===== src/rtl/alu_op_sequencer_if.sv =====
// ---------------------------------------------------------------------------
// alu_op_sequencer_if
//   Bundles every non-clock, non-reset signal of the ALU operand sequencer.
//   The sequencer connects through the 'slave' modport. The driving
//   environment (command source, ALU, debug reader) uses 'master'.
//
//   Command channel : cmd_valid/cmd_ready handshake, plus cmd_opc, cmd_dst,
//                     cmd_srca, cmd_srcb and cmd_cin.
//   Load port       : ld_en, ld_addr, ld_data. Writes one register-file entry.
//   ALU side        : alu_a, alu_b, alu_c, alu_opc go out to the ALU.
//                     alu_w, alu_zer, alu_neg come back from it.
//   Result side     : done pulse, result, flag_z, flag_n.
//   Debug           : dbg_addr in. dbg_data is a combinational register read.
// ---------------------------------------------------------------------------
interface alu_op_sequencer_if #(
    parameter int NREG = 4
);
    localparam int AW = (NREG > 1) ? $clog2(NREG) : 1;

    logic          cmd_valid;
    logic          cmd_ready;
    logic [2:0]    cmd_opc;
    logic [AW-1:0] cmd_dst;
    logic [AW-1:0] cmd_srca;
    logic [AW-1:0] cmd_srcb;
    logic          cmd_cin;

    logic          ld_en;
    logic [AW-1:0] ld_addr;
    logic [15:0]   ld_data;

    logic [15:0]   alu_a;
    logic [15:0]   alu_b;
    logic          alu_c;
    logic [2:0]    alu_opc;
    logic [15:0]   alu_w;
    logic          alu_zer;
    logic          alu_neg;

    logic          done;
    logic [15:0]   result;
    logic          flag_z;
    logic          flag_n;

    logic [AW-1:0] dbg_addr;
    logic [15:0]   dbg_data;

    modport slave (
        input  cmd_valid, cmd_opc, cmd_dst, cmd_srca, cmd_srcb, cmd_cin,
        input  ld_en, ld_addr, ld_data,
        input  alu_w, alu_zer, alu_neg,
        input  dbg_addr,
        output cmd_ready,
        output alu_a, alu_b, alu_c, alu_opc,
        output done, result, flag_z, flag_n,
        output dbg_data
    );

    modport master (
        output cmd_valid, cmd_opc, cmd_dst, cmd_srca, cmd_srcb, cmd_cin,
        output ld_en, ld_addr, ld_data,
        output alu_w, alu_zer, alu_neg,
        output dbg_addr,
        input  cmd_ready,
        input  alu_a, alu_b, alu_c, alu_opc,
        input  done, result, flag_z, flag_n,
        input  dbg_data
    );
endinterface


===== src/rtl/alu_op_sequencer.sv =====
// ---------------------------------------------------------------------------
// alu_op_sequencer
//   Control and operand stage in front of a combinational 16-bit ALU.
//   It accepts one command per valid/ready handshake and reads the two
//   source registers. It drives the ALU operand ports from registers,
//   captures the ALU's outW/zer/neg, and writes the result back to the
//   destination register and to the flag registers.
//   Only one command is in flight at a time: IDLE -> FETCH -> EXEC -> WB.
//
// Ports
//   clk  : rising-edge clock
//   rst  : asynchronous reset, active high
//   bus  : alu_op_sequencer_if.slave (command, load, ALU, result, debug)
// ---------------------------------------------------------------------------
module alu_op_sequencer #(
    parameter int NREG = 4
) (
    input  logic               clk,
    input  logic               rst,
    alu_op_sequencer_if.slave  bus
);
    localparam int AW = (NREG > 1) ? $clog2(NREG) : 1;

    localparam logic [1:0] S_IDLE  = 2'd0;
    localparam logic [1:0] S_FETCH = 2'd1;
    localparam logic [1:0] S_EXEC  = 2'd2;
    localparam logic [1:0] S_WB    = 2'd3;

    logic [1:0]    r_state;

    // Command fields latched at the handshake edge
    logic [2:0]    r_opc;
    logic [AW-1:0] r_dst;
    logic [AW-1:0] r_srca;
    logic [AW-1:0] r_srcb;
    logic          r_cin;

    // Registered ALU drive
    logic [15:0]   r_alu_a;
    logic [15:0]   r_alu_b;
    logic          r_alu_c;
    logic [2:0]    r_alu_opc;

    // Capture and architectural flags
    logic [15:0]   r_result;
    logic          r_cap_z;
    logic          r_cap_n;
    logic          r_flag_z;
    logic          r_flag_n;
    logic          r_done;

    // The whole file clears on reset, so it is built from flops, not RAM
    logic [15:0]   r_rf [NREG];

    logic          w_idle;
    logic          w_accept;
    logic          w_load;
    logic          w_wb;
    logic [NREG-1:0] w_ld_sel;
    logic [NREG-1:0] w_wb_sel;

    assign w_idle   = (r_state == S_IDLE);
    assign w_accept = w_idle & bus.cmd_valid;
    // Loads are only honoured between commands
    assign w_load   = w_idle & bus.ld_en;
    assign w_wb     = (r_state == S_WB);

    // Per-entry write selects. Load and write-back never coincide,
    // because loads are only allowed in IDLE.
    genvar gi;
    generate
        for (gi = 0; gi < NREG; gi++) begin : g_sel
            assign w_ld_sel[gi] = w_load && (bus.ld_addr == AW'(gi));
            assign w_wb_sel[gi] = w_wb   && (r_dst       == AW'(gi));
        end
    endgenerate

    // ------------------------------------------------------------------
    // Control FSM
    // ------------------------------------------------------------------
    always_ff @(posedge clk or posedge rst) begin
        if (rst) begin
            r_state <= S_IDLE;
        end else begin
            case (r_state)
                S_IDLE:  if (w_accept) r_state <= S_FETCH;
                S_FETCH: r_state <= S_EXEC;
                S_EXEC:  r_state <= S_WB;
                default: r_state <= S_IDLE;
            endcase
        end
    end

    // Command latch. The fields only need to be stable at the handshake edge.
    always_ff @(posedge clk or posedge rst) begin
        if (rst) begin
            r_opc  <= 3'd0;
            r_dst  <= '0;
            r_srca <= '0;
            r_srcb <= '0;
            r_cin  <= 1'b0;
        end else if (w_accept) begin
            r_opc  <= bus.cmd_opc;
            r_dst  <= bus.cmd_dst;
            r_srca <= bus.cmd_srca;
            r_srcb <= bus.cmd_srcb;
            r_cin  <= bus.cmd_cin;
        end
    end

    // ALU operand drive. It is loaded once in FETCH and then held,
    // so the ALU inputs stay stable through EXEC and also afterwards in IDLE.
    always_ff @(posedge clk or posedge rst) begin
        if (rst) begin
            r_alu_a   <= 16'd0;
            r_alu_b   <= 16'd0;
            r_alu_c   <= 1'b0;
            r_alu_opc <= 3'd0;
        end else if (r_state == S_FETCH) begin
            r_alu_a   <= r_rf[r_srca];
            r_alu_b   <= r_rf[r_srcb];
            r_alu_c   <= r_cin;
            r_alu_opc <= r_opc;
        end
    end

    // Capture at the end of EXEC. The visible flags only move at write-back.
    always_ff @(posedge clk or posedge rst) begin
        if (rst) begin
            r_result <= 16'd0;
            r_cap_z  <= 1'b0;
            r_cap_n  <= 1'b0;
            r_done   <= 1'b0;
            r_flag_z <= 1'b0;
            r_flag_n <= 1'b0;
        end else begin
            // done is high exactly for the WB cycle
            r_done <= (r_state == S_EXEC);
            if (r_state == S_EXEC) begin
                r_result <= bus.alu_w;
                r_cap_z  <= bus.alu_zer;
                r_cap_n  <= bus.alu_neg;
            end
            if (w_wb) begin
                r_flag_z <= r_cap_z;
                r_flag_n <= r_cap_n;
            end
        end
    end

    // Register file
    always_ff @(posedge clk or posedge rst) begin
        if (rst) begin
            for (int i = 0; i < NREG; i++) begin
                r_rf[i] <= 16'd0;
            end
        end else begin
            for (int i = 0; i < NREG; i++) begin
                if (w_ld_sel[i]) begin
                    r_rf[i] <= bus.ld_data;
                end else if (w_wb_sel[i]) begin
                    r_rf[i] <= r_result;
                end
            end
        end
    end

    assign bus.cmd_ready = w_idle;
    assign bus.alu_a     = r_alu_a;
    assign bus.alu_b     = r_alu_b;
    assign bus.alu_c     = r_alu_c;
    assign bus.alu_opc   = r_alu_opc;
    assign bus.done      = r_done;
    assign bus.result    = r_result;
    assign bus.flag_z    = r_flag_z;
    assign bus.flag_n    = r_flag_n;
    assign bus.dbg_data  = r_rf[bus.dbg_addr];

endmodule


===== src/flat_wrapper.sv =====
// flat-port wrapper written by rule: the top's interface ports become plain ports
module alu_op_sequencer_flat 
#(
    parameter int NREG = 4
)
  (clk, rst, bus_cmd_valid, bus_cmd_opc, bus_cmd_dst, bus_cmd_srca, bus_cmd_srcb, bus_cmd_cin, bus_ld_en, bus_ld_addr, bus_ld_data, bus_alu_w, bus_alu_zer, bus_alu_neg, bus_dbg_addr, bus_cmd_ready, bus_alu_a, bus_alu_b, bus_alu_c, bus_alu_opc, bus_done, bus_result, bus_flag_z, bus_flag_n, bus_dbg_data);
  alu_op_sequencer_if #(.NREG(NREG)) bus_i ();
  input  logic clk;
  input  logic rst;
  input wire logic [$bits(bus_i.cmd_valid)-1:0] bus_cmd_valid;
  input wire logic [$bits(bus_i.cmd_opc)-1:0] bus_cmd_opc;
  input wire logic [$bits(bus_i.cmd_dst)-1:0] bus_cmd_dst;
  input wire logic [$bits(bus_i.cmd_srca)-1:0] bus_cmd_srca;
  input wire logic [$bits(bus_i.cmd_srcb)-1:0] bus_cmd_srcb;
  input wire logic [$bits(bus_i.cmd_cin)-1:0] bus_cmd_cin;
  input wire logic [$bits(bus_i.ld_en)-1:0] bus_ld_en;
  input wire logic [$bits(bus_i.ld_addr)-1:0] bus_ld_addr;
  input wire logic [$bits(bus_i.ld_data)-1:0] bus_ld_data;
  input wire logic [$bits(bus_i.alu_w)-1:0] bus_alu_w;
  input wire logic [$bits(bus_i.alu_zer)-1:0] bus_alu_zer;
  input wire logic [$bits(bus_i.alu_neg)-1:0] bus_alu_neg;
  input wire logic [$bits(bus_i.dbg_addr)-1:0] bus_dbg_addr;
  output wire logic [$bits(bus_i.cmd_ready)-1:0] bus_cmd_ready;
  output wire logic [$bits(bus_i.alu_a)-1:0] bus_alu_a;
  output wire logic [$bits(bus_i.alu_b)-1:0] bus_alu_b;
  output wire logic [$bits(bus_i.alu_c)-1:0] bus_alu_c;
  output wire logic [$bits(bus_i.alu_opc)-1:0] bus_alu_opc;
  output wire logic [$bits(bus_i.done)-1:0] bus_done;
  output wire logic [$bits(bus_i.result)-1:0] bus_result;
  output wire logic [$bits(bus_i.flag_z)-1:0] bus_flag_z;
  output wire logic [$bits(bus_i.flag_n)-1:0] bus_flag_n;
  output wire logic [$bits(bus_i.dbg_data)-1:0] bus_dbg_data;
  assign bus_i.cmd_valid = bus_cmd_valid;
  assign bus_i.cmd_opc = bus_cmd_opc;
  assign bus_i.cmd_dst = bus_cmd_dst;
  assign bus_i.cmd_srca = bus_cmd_srca;
  assign bus_i.cmd_srcb = bus_cmd_srcb;
  assign bus_i.cmd_cin = bus_cmd_cin;
  assign bus_i.ld_en = bus_ld_en;
  assign bus_i.ld_addr = bus_ld_addr;
  assign bus_i.ld_data = bus_ld_data;
  assign bus_i.alu_w = bus_alu_w;
  assign bus_i.alu_zer = bus_alu_zer;
  assign bus_i.alu_neg = bus_alu_neg;
  assign bus_i.dbg_addr = bus_dbg_addr;
  assign bus_cmd_ready = bus_i.cmd_ready;
  assign bus_alu_a = bus_i.alu_a;
  assign bus_alu_b = bus_i.alu_b;
  assign bus_alu_c = bus_i.alu_c;
  assign bus_alu_opc = bus_i.alu_opc;
  assign bus_done = bus_i.done;
  assign bus_result = bus_i.result;
  assign bus_flag_z = bus_i.flag_z;
  assign bus_flag_n = bus_i.flag_n;
  assign bus_dbg_data = bus_i.dbg_data;
  alu_op_sequencer #(.NREG(NREG)) u_core (.clk(clk), .rst(rst), .bus(bus_i));
endmodule

===== config.mk =====
export PLATFORM = sky130hd
export DESIGN_NAME = alu_op_sequencer_flat
export DESIGN_NICKNAME = d
export VERILOG_FILES = /design/src/rtl/alu_op_sequencer_if.sv /design/src/rtl/alu_op_sequencer.sv /design/src/flat_wrapper.sv
export SDC_FILE = /design/constraint.sdc
export NUM_CORES = 1
export LEC_CHECK = 0
export CELL_PAD_IN_SITES_DETAIL_PLACEMENT = 0
export CELL_PAD_IN_SITES_GLOBAL_PLACEMENT = 2
export CORE_ASPECT_RATIO = 0.5
export CORE_UTILIZATION = 40
export CTS_CLUSTER_SIZE = 20
export DETAILED_ROUTE_END_ITERATION = 12
export DONT_BUFFER_PORTS = 1
export PLACE_DENSITY_LB_ADDON = 0.2
export SLEW_MARGIN = 20
export SYNTH_ARGS = -nofsm -noshare
export SYNTH_HDL_FRONTEND = slang
export SYNTH_SLANG_ARGS = --single-unit

===== constraint.sdc =====
create_clock -name clk -period 6.3 [get_ports clk]
set_clock_uncertainty 0.15 [all_clocks]
set_input_delay 1.26 -clock clk [delete_from_list [all_inputs] [get_ports clk]]
set_output_delay 1.26 -clock clk [all_outputs]
set_load 0.1 [all_outputs]

# Word-level counts from Yosys, hierarchy flattened

Index checks and enable logic that the tools add are counted.

$add $sub $neg: 0
$mul: 0
Div/mod/pow operators: 0
Order comparisons: 3
Equal/unequal tests: 10
Shift operators: 0
Muxes and demuxes: 19
Bitwise gates (word level): 5
Reduce and logical (&&, ||, !) cells: 15

Operator list:

| cell               | number |
|---|---|
| $mux 16            | 14 |
| $bmux 16 s2        | 3 |
| $eq 2x2->1 const B | 6 |
| $ge 3x3->1 const B | 3 |
| $not 2->3          | 3 |
| $logic_and 1x1->1  | 8 |
| $reduce_bool 2->1  | 4 |
| $eq 2x1->1 const B | 3 |
| $logic_not 2->1    | 3 |
| $pmux 2 s3         | 1 |
| $and 1x1->1        | 2 |
| $mux 2             | 1 |
| $ne 2x2->1 const B | 1 |

Flip-flop bits (word level): 133
Bits in latches: 0
RAM bits: 0
Memory bits (read-only): 0
Output and inout port bits: 72
Logic and storage cells: 72
Memories kept: 0

# Longest topological paths before layout

Gate-level depths: netlist of the first run.

Depth after elaboration: 4
Depth in mapped cells: 8
Mapped depth without buffers: 5

# Worst setup path after synthesis of the first run

OpenSTA, ideal clock, no wires.

Path type: input port to output port
Start: in bus_dbg_addr[0]
End: out bus_dbg_data[10]
Arrival time: 2.496 ns
Data required time: 4.890 ns
Slack: 2.394 ns
Cell stages on the path: 3
Path buffers: 2
Cell sequence: buf_2 buf_4 mux4_2

Word-level cells in the longest chain between the ends: 4

Ends and longest elaborated chain:

| item                                        | line                    | RTL |
|---|---|---|
| start: declaration                          | flat_wrapper.sv:22      | `input wire logic [$bits(bus_i.dbg_addr)-1:0] bus_dbg_addr;` |
| $not 2->3 (not written as such)             | alu_op_sequencer.sv:177 | `assign bus.dbg_data = r_rf[bus.dbg_addr];` |
| $bmux 16 s2                                 | alu_op_sequencer.sv:177 |  |
| $mux 16 (not written as such) (2 in series) | alu_op_sequencer.sv:177 |  |
| end: declaration                            | flat_wrapper.sv:32      | `output wire logic [$bits(bus_i.dbg_data)-1:0] bus_dbg_data;` |

No other way between the ends. The select of a mux whose other input is x is not followed.

# Worst setup path after layout of the first run

Start: in bus_dbg_addr[0]
End: out bus_dbg_data[14]

The elaborated chain is that of the path after synthesis.

==> results of run 1 <==
==> final cells by class <==
class	count	area (sq um)	area share, %
well taps	227	284.0	3.755
flip-flops and latches	133	3328	44.00
repair buffers	12	90.09	1.191
inverters	3	16.27	0.2151
clock buffers	20	466.7	6.170
multi-input cells	492	3277	43.33
clock inverters	11	101.3	1.340
==> placed cells by master (no fill, tap or decap), drive strengths merged, types with 2 or more instances in the layout <==
master	Yosys	final
inv	3	5
nor2	64	64
dfrtp	133	133
and3b	2	2
nand4b	2	2
mux2	66	66
ha	4	4
clkinvlp	0	4
nor2b	34	34
o21ai	33	33
a31oi	64	64
mux4	16	16
a21oi	32	32
clkbuf	18	20
nand3b	2	2
clkinv	0	4
buf	35	12
nand2	132	132
mux2i	33	33
==> metal layers <==
| metal | GRT usage, % | up-vias | share of wire [%] |
|---|---|---|---|
| li1 | - | 2342 | - |
| met1 | 31.30 | 2553 | 45 |
| met2 | 37.78 | 144 | 47 |
| met3 | 5.983 | 22 | 6.6 |
| met4 | 6.640 | 0 | 1.5 |
| met5 | 0 | - | 0 |
==> final timing paths <==
path	start	endpoint	slack, ps	cells past startpoint
min in group asynchronous	rst	u_core.r_rf[39]	720	1
max in group asynchronous	rst	u_core.bus.result[7]	4170	2
setup reg to reg	u_core.r_state[0]	u_core.r_rf[14]	4080	4
hold / removal	u_core.r_opc[1]	u_core.r_opc[1]	350	1
hold reg to reg	u_core.r_opc[1]	u_core.r_opc[1]	350	1
setup / recovery	bus_dbg_addr[0]	bus_dbg_data[14]	2850	1
==> cells by family after synthesis <==
group	Yosys count	synth area share [%]
compound gates	130	10.59
simple gates	243	15.36
flops	133	48.17
mux	115	20.75
buf+inv	56	4.401
fa+ha+maj	4	0.7244
==> flip-flops by register name, summed over array words and instances (netlist names), 2 cells and up <==
register,count
u_core.bus.alu_a,16
u_core.bus.result,16
u_core.r_srca,2
u_core.bus.alu_b,16
u_core.r_rf,64
u_core.r_srcb,2
u_core.r_dst,2
u_core.r_opc,3
u_core.bus.alu_opc,3
u_core.r_state,2
==> metrics by stage <==
| step | worst slack, ps | hold WS [ps] | utilization [%] | instance area [sq um] |
|---|---|---|---|---|
| 5_1_grt | 2849 | 376.7 | 45.45 | 7564 |
| 3_5_place_dp | 2857 | 337.6 | 42.04 | 6995 |
| 2_1_floorplan | 1336 | 323.6 | - | 6909 |
| 4_1_cts | 2855 | 351.4 | 45.45 | 7564 |
| 3_3_place_gp | 2858 | 332.5 | 42.04 | 6995 |
| 6_report | 2852 | 349.6 | 45.45 | 7564 |
==> qor.yml, run 1 <==
min_period_ps: 3448
synth_cells: 681
first_pass_iters: 5
fillers: 1592
timing.fmax_mhz: 290.1
yosysTopAreaCell: "dfrtp_1"
yosysUniqueCellTypes: 30
fin_setup_tns_ps: 0
slew_headroom_pct: 26.80
drc: 0
min_path_type: "reg -> reg"
seq_area_frac_synth_pct: 48.17
synth_flop_cell: "dfrtp_1"
max_stage_delay_ps: 760
clk_latency_ps: 420
status: "completed"
cp_max_fo: 16
maxCapViolCount: 0
maxSlewViolCount: 0
cts.path.max_buffers: 2
io-pin-count: 124
die_w_um: 187.9
crit_type: "in -> out"
core_sq_um: 16640
initial_core_util_pct: 41.52
ys_ff_latch: 133
yosysTopAreaCellShare_pct: 48.17
areaGrowthSynthToFinish_pct: 9.471
port_buffers: 0
die_y_um: 94.93
synth-edff-count: 0
dieArea_sq_um: 17830
wl_um: 19620
grt_first_pass_wirelength_um: 31080
antenna_found_initial: 0
setup_violations: 0
rsz0062_at_grt: "no"
avgRoutedWirePerCell_um: 21.84
diodes: 0
cts_resized: 0
crit_family: "multiplexers"
clk_pin_slew_ps: 60
num_vias: 5061
synthTopCellsByArea: "dfrtp_1 (48%), mux2_2 (11%), nand2_1 (7.2%), a31oi_1 (5.8%), mux4_2 (5.2%)"
placementRows: 33
cp_slowest_cell: "mux4_2"
cp_data_arrival_time_ps: 2040
final_nets: 715
crit_chain: "mux4_2"
drtIter0Drc: 319
final_cells: 898
cts_max_level: 4
synth.avg_cell_area_sq_um: 10.15
hold_violations: 0
worstSetupStartpointType: "input port"
cts_root_buf: "clkbuf_16"
grt_pass1_vias: 5026
worst_pin_slew_ps: 1098
grt_max_degree: 102
yosys_warnings: 0
place_hpwl_um: 13890
cts_buffers: 17
grt.total_usage_pct: 23.39
synthTopCellsByCount: "dfrtp_1 (133), nand2_1 (132), mux2_2 (66), a31oi_1 (64), nor2_1 (64)"
drive_gt1_share_pct: 18.93
worst_ep_required_time_ps: 4890
place_congestion: 0.8707
cts_tree: "done"
syn_area_sq_um: 6909
synth_most_common_cell: "dfrtp_1"
timing.final.crit_share_pct: 54.73
viasPerCell: 5.636
postRouteAntennaNets: 0
cts.sinks: 133
endpoint_kind: "primary output"
syn_nets: 737
gr-total-overflow: 0
cts_setup_buffers: 0
postCtsHoldBufs: 0
postSynth.asyncResetShare_pct: 100.0
critPathBufInv: 0
placedCellCount: 867
Power of run 1 is not shown: default switching activity piles up to over one toggle a cycle in this logic, so the estimate is an artifact.
==> run 2, diff against run 1 <==
--- a/config.mk
+++ b/config.mk
@@ -8,7 +8,7 @@
 export CELL_PAD_IN_SITES_DETAIL_PLACEMENT = 0
 export CELL_PAD_IN_SITES_GLOBAL_PLACEMENT = 2
 export CORE_ASPECT_RATIO = 0.5
-export CORE_UTILIZATION = 40
+export CORE_UTILIZATION = 36
 export CTS_CLUSTER_SIZE = 20
 export DETAILED_ROUTE_END_ITERATION = 12
 export DONT_BUFFER_PORTS = 1
==> constraint.sdc (replaced) <==
create_clock -name clk -period 3.1 [get_ports clk]
set_clock_uncertainty 0.15 [all_clocks]
set_input_delay 0.62 -clock clk [delete_from_list [all_inputs] [get_ports clk]]
set_output_delay 0.62 -clock clk [all_outputs]
set_load 0.1 [all_outputs]
==> run 2 against run 1 <==
Final cell count rose by 4.1%. First-iteration DRC count shrank 11%. Utilization down 4.2 points. Flip-flop and latch count is the same. Global-route usage decreased by 1.8 points. Register-to-register slack worse by 3200 ps. Setup slack got worse by 2200 ps.
==> qor.yml, run 2 (synthesis results as in run 1) <==
fin_setup_tns_ps: 0  # unchanged
routedLengthMet1_um: 9419  # +6.3%
io-pin-count: 124  # unchanged
cts_max_level: 4  # unchanged
die_w_um: 197.9  # +5.4%
rsz0062_at_grt: "no"
place_hpwl_um: 14320  # +3.1%
cp_slowest_cell: "mux4_2"
cts_setup_buffers: 0  # unchanged
min_period_ps: 2418
cts_resized: 0  # unchanged
viasPerCell: 5.349  # -5.1%
crit_type: "reg -> out"
worst_ep_required_time_ps: 2330  # -2560 ps
initial_core_util_pct: 37.12  # -4.4 points
postCtsHoldBufs: 0  # unchanged
largest_register_ffs: 64  # unchanged
max_stage_delay_ps: 780  # +20 ps
die_y_um: 99.96  # +5.3%
regMostFlops: "u_core.r_rf"
grt_max_degree: 134  # +31%
core_sq_um: 18610  # +12%
crit_family: "multiplexers"
worstSetupStartpointType: "register"
cts_root_buf: "clkbuf_16"
first_pass_iters: 5  # unchanged
drive_gt1_share_pct: 18.93  # about the same
timing.fmax_mhz: 413.5
areaGrowthSynthToFinish_pct: 11.17
wl_met2_um: 9454  # +3.2%
diodes: 0  # unchanged
status: "completed"
maxSlewViolCount: 0  # unchanged
placementRows: 35  # +6.1%
port_buffers: 0  # unchanged
grt.total_usage_pct: 21.54  # -1.8 points
cts_tree: "done"
antenna_found_initial: 0  # unchanged
endpoint_kind: "primary output"
postRouteAntennaNets: 0  # unchanged
wl_um: 20050  # +2.2%
slew_headroom_pct: 27.52  # +0.72 points
clk_pin_slew_ps: 60  # about the same
crit_chain: "mux4_2"
final_common_cell: "dfrtp_1"
drtIter0Drc: 284  # -11%
worst_pin_slew_ps: 1087  # -10.80 ps
final_nets: 719  # +0.56%
layout_common_cells: "dfrtp_1 (133), nand2_1 (132), mux2_2 (66)"
gr-total-overflow: 0  # unchanged
hold_violations: 0  # unchanged
place_congestion: 0.8542  # -1.9%
setup_violations: 0  # unchanged
top_layer_used: "met4"
maxCapViolCount: 0  # unchanged
grt_pass1_vias: 5103  # +1.5%
drc: 0  # unchanged
min_path_type: "in -> async"
cts.path.max_buffers: 2  # unchanged
cts.sinks: 133  # unchanged
num_vias: 5001  # -1.2%
critPathBufInv: 0  # unchanged
timing.final.crit_share_pct: 78.00
dieArea_sq_um: 19780  # +11%
grt_first_pass_wirelength_um: 31300  # +0.71%
cp_max_fo: 4  # -12
clk_latency_ps: 420  # about the same
met3_length_um: 973  # -25%
cp_data_arrival_time_ps: 1650  # -390 ps
avgRoutedWirePerCell_um: 21.44  # -1.8%
cts_buffers: 17  # unchanged
==> run 2: changes by cell type in the layout (fill, tap and decap cells not counted), sizes merged <==
cell / change
inv: -3
clkbuf: +4
bufinv: +2
buf: +4
clkinv: -2
==> run 2: metrics by stage <==
step,setup slack [ps],util [%],instances,area [sq um],hold WS [ps]
after floorplan,473.7,-,681,6913,323.6
after global placement,930.5,38.02,903,7077,331.2
after detailed placement,928.1,38.02,903,7077,337.7
after CTS,673.2,41.27,935,7681,176.7
after global routing,638.1,41.27,935,7681,160.6
final,681.9,41.27,935,7681,126.2
==> run 2: area by class of cell <==
cell class                 count  area, sq um
multi-input combinational    492         3277
fill                        1838        10930
clock buffer                  24        481.7
timing repair buffer          16        132.6
clock inverter                 8        122.6
inverter                       3        15.01
tap                          259        324.1
sequential                   133         3328
==> run 2: metal layers <==
| layer | vias up | global-route usage [%] |
|---|---|---|
| met4 | 0 | 6.082 |
| met2 | 105 | 34.80 |
| met3 | 20 | 4.973 |
| li1 | 2347 | - |
| met5 | - | 0 |
| met1 | 2529 | 29.07 |
==> run 2: worst paths after layout <==
check	startpoint	to	slack, ps	depth (start not counted)
hold reg to reg	u_core.r_opc[1]	u_core.r_opc[1]	350	1
min in group clk	bus_alu_w[11]	u_core.bus.result[11]	190	1
hold / removal	rst	u_core.bus.alu_b[7]	130	2
setup reg to reg	u_core.r_state[1]	u_core.r_rf[21]	900	4
setup / recovery	u_core.r_rf[2]	bus_dbg_data[2]	680	1
max in group asynchronous	rst	u_core.r_state[0]	2070	2
Power of run 2 is left out for the same reason.
==> run 3, diff against run 2 <==
==> constraint.sdc (replaced) <==
create_clock -name clk -period 2.1 [get_ports clk]
set_clock_uncertainty 0.15 [all_clocks]
set_input_delay 0.42 -clock clk [delete_from_list [all_inputs] [get_ports clk]]
set_output_delay 0.42 -clock clk [all_outputs]
set_load 0.1 [all_outputs]
==> run 3 against run 2 <==
The flow now finishes with violations (negative setup slack). Die area unchanged. Cell area increased by 19%. Flip-flop and latch count unchanged. Highest routed layer unchanged.
==> qor.yml, run 3 (synthesis results as in run 1) <==
r2r-end: "u_core.bus.alu_opc[1]"
cts.sinks: 133  # unchanged
avgRoutedWirePerCell_um: 19.96  # -6.9%
setup_violations: 16  # +16
place_congestion: 0.7764  # -9.1%
gr-total-overflow: 0  # unchanged
min_period_ps: 2167
multi_input_area_sq_um: 3279  # about the same
dieArea_sq_um: 19780  # unchanged
hold_violations: 0  # unchanged
worst_slack_ps: -67.13  # -749.0 ps
path_depth: 1  # unchanged
largest_register_ffs: 64  # unchanged
crit_chain: "mux4_2"
cts_max_level: 4  # unchanged
timing.final.crit_share_pct: 103.2
initial_core_util_pct: 37.12  # unchanged
post-route-util_pct: 49.12  # +7.8 points
worstReg2RegStart: "u_core.r_state[1]"
place_hpwl_um: 14790  # +3.3%
grt_pass1_vias: 5744  # +13%
cp_slowest_cell: "mux4_2"
reg2reg_setup_slack_ps: 320  # -580 ps
clk_pin_slew_ps: 60  # about the same
grt_first_pass_wirelength_um: 33950  # +8.5%
critPathBufInv: 0  # unchanged
viasPerCell: 5.175  # -3.2%
worstHoldStart: "bus_ld_data[4]"
cts_root_buf: "clkbuf_16"
crit_start: "u_core.r_rf[55]"
clk_latency_ps: 430  # about the same
endpoint_kind: "primary output"
io-pin-count: 124  # unchanged
num_vias: 5703  # +14%
rsz0062_at_grt: "yes"
cts.path.max_buffers: 2  # unchanged
port_buffers: 0  # unchanged
postRouteAntennaNets: 0  # unchanged
worst_ep_required_time_ps: 1530  # -800 ps
placementRows: 35  # unchanged
seq_area_sq_um: 3328  # unchanged
violations: "negative setup slack"
antenna_found_initial: 0  # unchanged
max_stage_delay_ps: 750  # -30 ps
drive_gt1_share_pct: 30.37  # +11 points
crit_family: "multiplexers"
die_y_um: 99.96  # unchanged
core_sq_um: 18610  # unchanged
maxCapViolCount: 0  # unchanged
diodes: 0  # unchanged
cts_buffers: 17  # unchanged
timing.fmax_mhz: 461.4
fillers: 1776  # -3.4%
first_pass_iters: 6  # +1
worstSetupStartpointType: "register"
grt_max_degree: 50  # -63%
slew_headroom_pct: 38.05  # +11 points
regMostFlops: "u_core.r_rf"
cp_max_fo: 2  # -2
layout_common_cells: "buf_4 (134), dfrtp_1 (133), nand2_1 (132)"
drc: 0  # unchanged
final_common_cell: "buf_4"
areaGrowthSynthToFinish_pct: 32.31
status: "complete, but fails checks"
die_w_um: 197.9  # unchanged
holdPathStages: 2
final_nets: 886  # +23%
drtIter0Drc: 189  # -33%
cp_data_arrival_time_ps: 1600  # -50 ps
min_path_type: "in -> reg"
worst_r2r_path_depth: 4  # unchanged
worst_pin_slew_ps: 929.2  # -158.0 ps
critPathCapture: "bus_dbg_data[7]"
maxSlewViolCount: 0  # unchanged
wl_um: 22000  # +9.7%
crit_type: "reg -> out"
grt.total_usage_pct: 23.46  # +1.9 points
cts_tree: "done"
==> run 3: changes by cell type in the layout (fill, tap and decap cells not counted), moves of 2 or more <==
cell / change
buf_12: +4
clkbuf_1: -3
clkinvlp_4: -2
dlygate4sd3_1: +43
buf_4: +119
clkinv_4: +3
==> run 3: stage by stage <==
stage | instances | setup TNS (ps) | instance area, sq um | setup WS, ps | hold WS (ps)
2_1_floorplan | 681 | -16120 | 6925 | -121.2 | 323.6
3_3_place_gp | 971 | 0 | 7640 | 327.4 | 70.82
3_5_place_dp | 971 | 0 | 7640 | 324.0 | 68.19
4_1_cts | 1093 | -1055 | 9067 | -80.78 | 0.1437
5_1_grt | 1102 | -1267 | 9141 | -93.42 | 2.945
6_report | 1102 | -835.1 | 9141 | -67.13 | 8.443
==> run 3: worst min path at each step <==
stage | end | slack (ps)
6_report | u_core.r_rf[52] | 8
5_1_grt | u_core.r_rf[11] | 3
4_1_cts | u_core.r_rf[52] | 0.1
3_5_place_dp | u_core.bus.alu_b[4] | 70
3_3_place_gp | u_core.bus.alu_b[4] | 70
2_1_floorplan | u_core.bus.alu_c | 320
==> run 3: final cells by class <==
cell class	count	share of cell area [%]
Multi-Input combinational cell	492	35.87
Clock inverter	11	1.889
Sequential cell	133	36.41
Tap cell	259	3.545
Inverter	3	0.1642
Timing Repair Buffer	183	16.97
Clock buffer	21	5.146
==> run 3: routing by layer <==
metal / part of all wire [%] / vias up / wire [um] / GRT usage (%)
met5: 0 / - / 0 / 0
met4: 2.2 / 0 / 482 / 8.646
li1: - / 2678 / - / -
met3: 4.9 / 38 / 1074 / 5.208
met1: 43 / 2857 / 9369 / 29.17
met2: 50 / 130 / 11070 / 40.30
==> run 3: timing repair <==
| item | CTS | global route |
|---|---|---|
| endpoints found under the hold margin | 190 | 1 |
| hold buffers | 42 | 1 |
| resized for setup | 1 | 1 |
| setup buffers | 48 | 8 |
| endpoints found under the setup margin | 17 | 17 |
Power of run 3 is left out for the same reason.
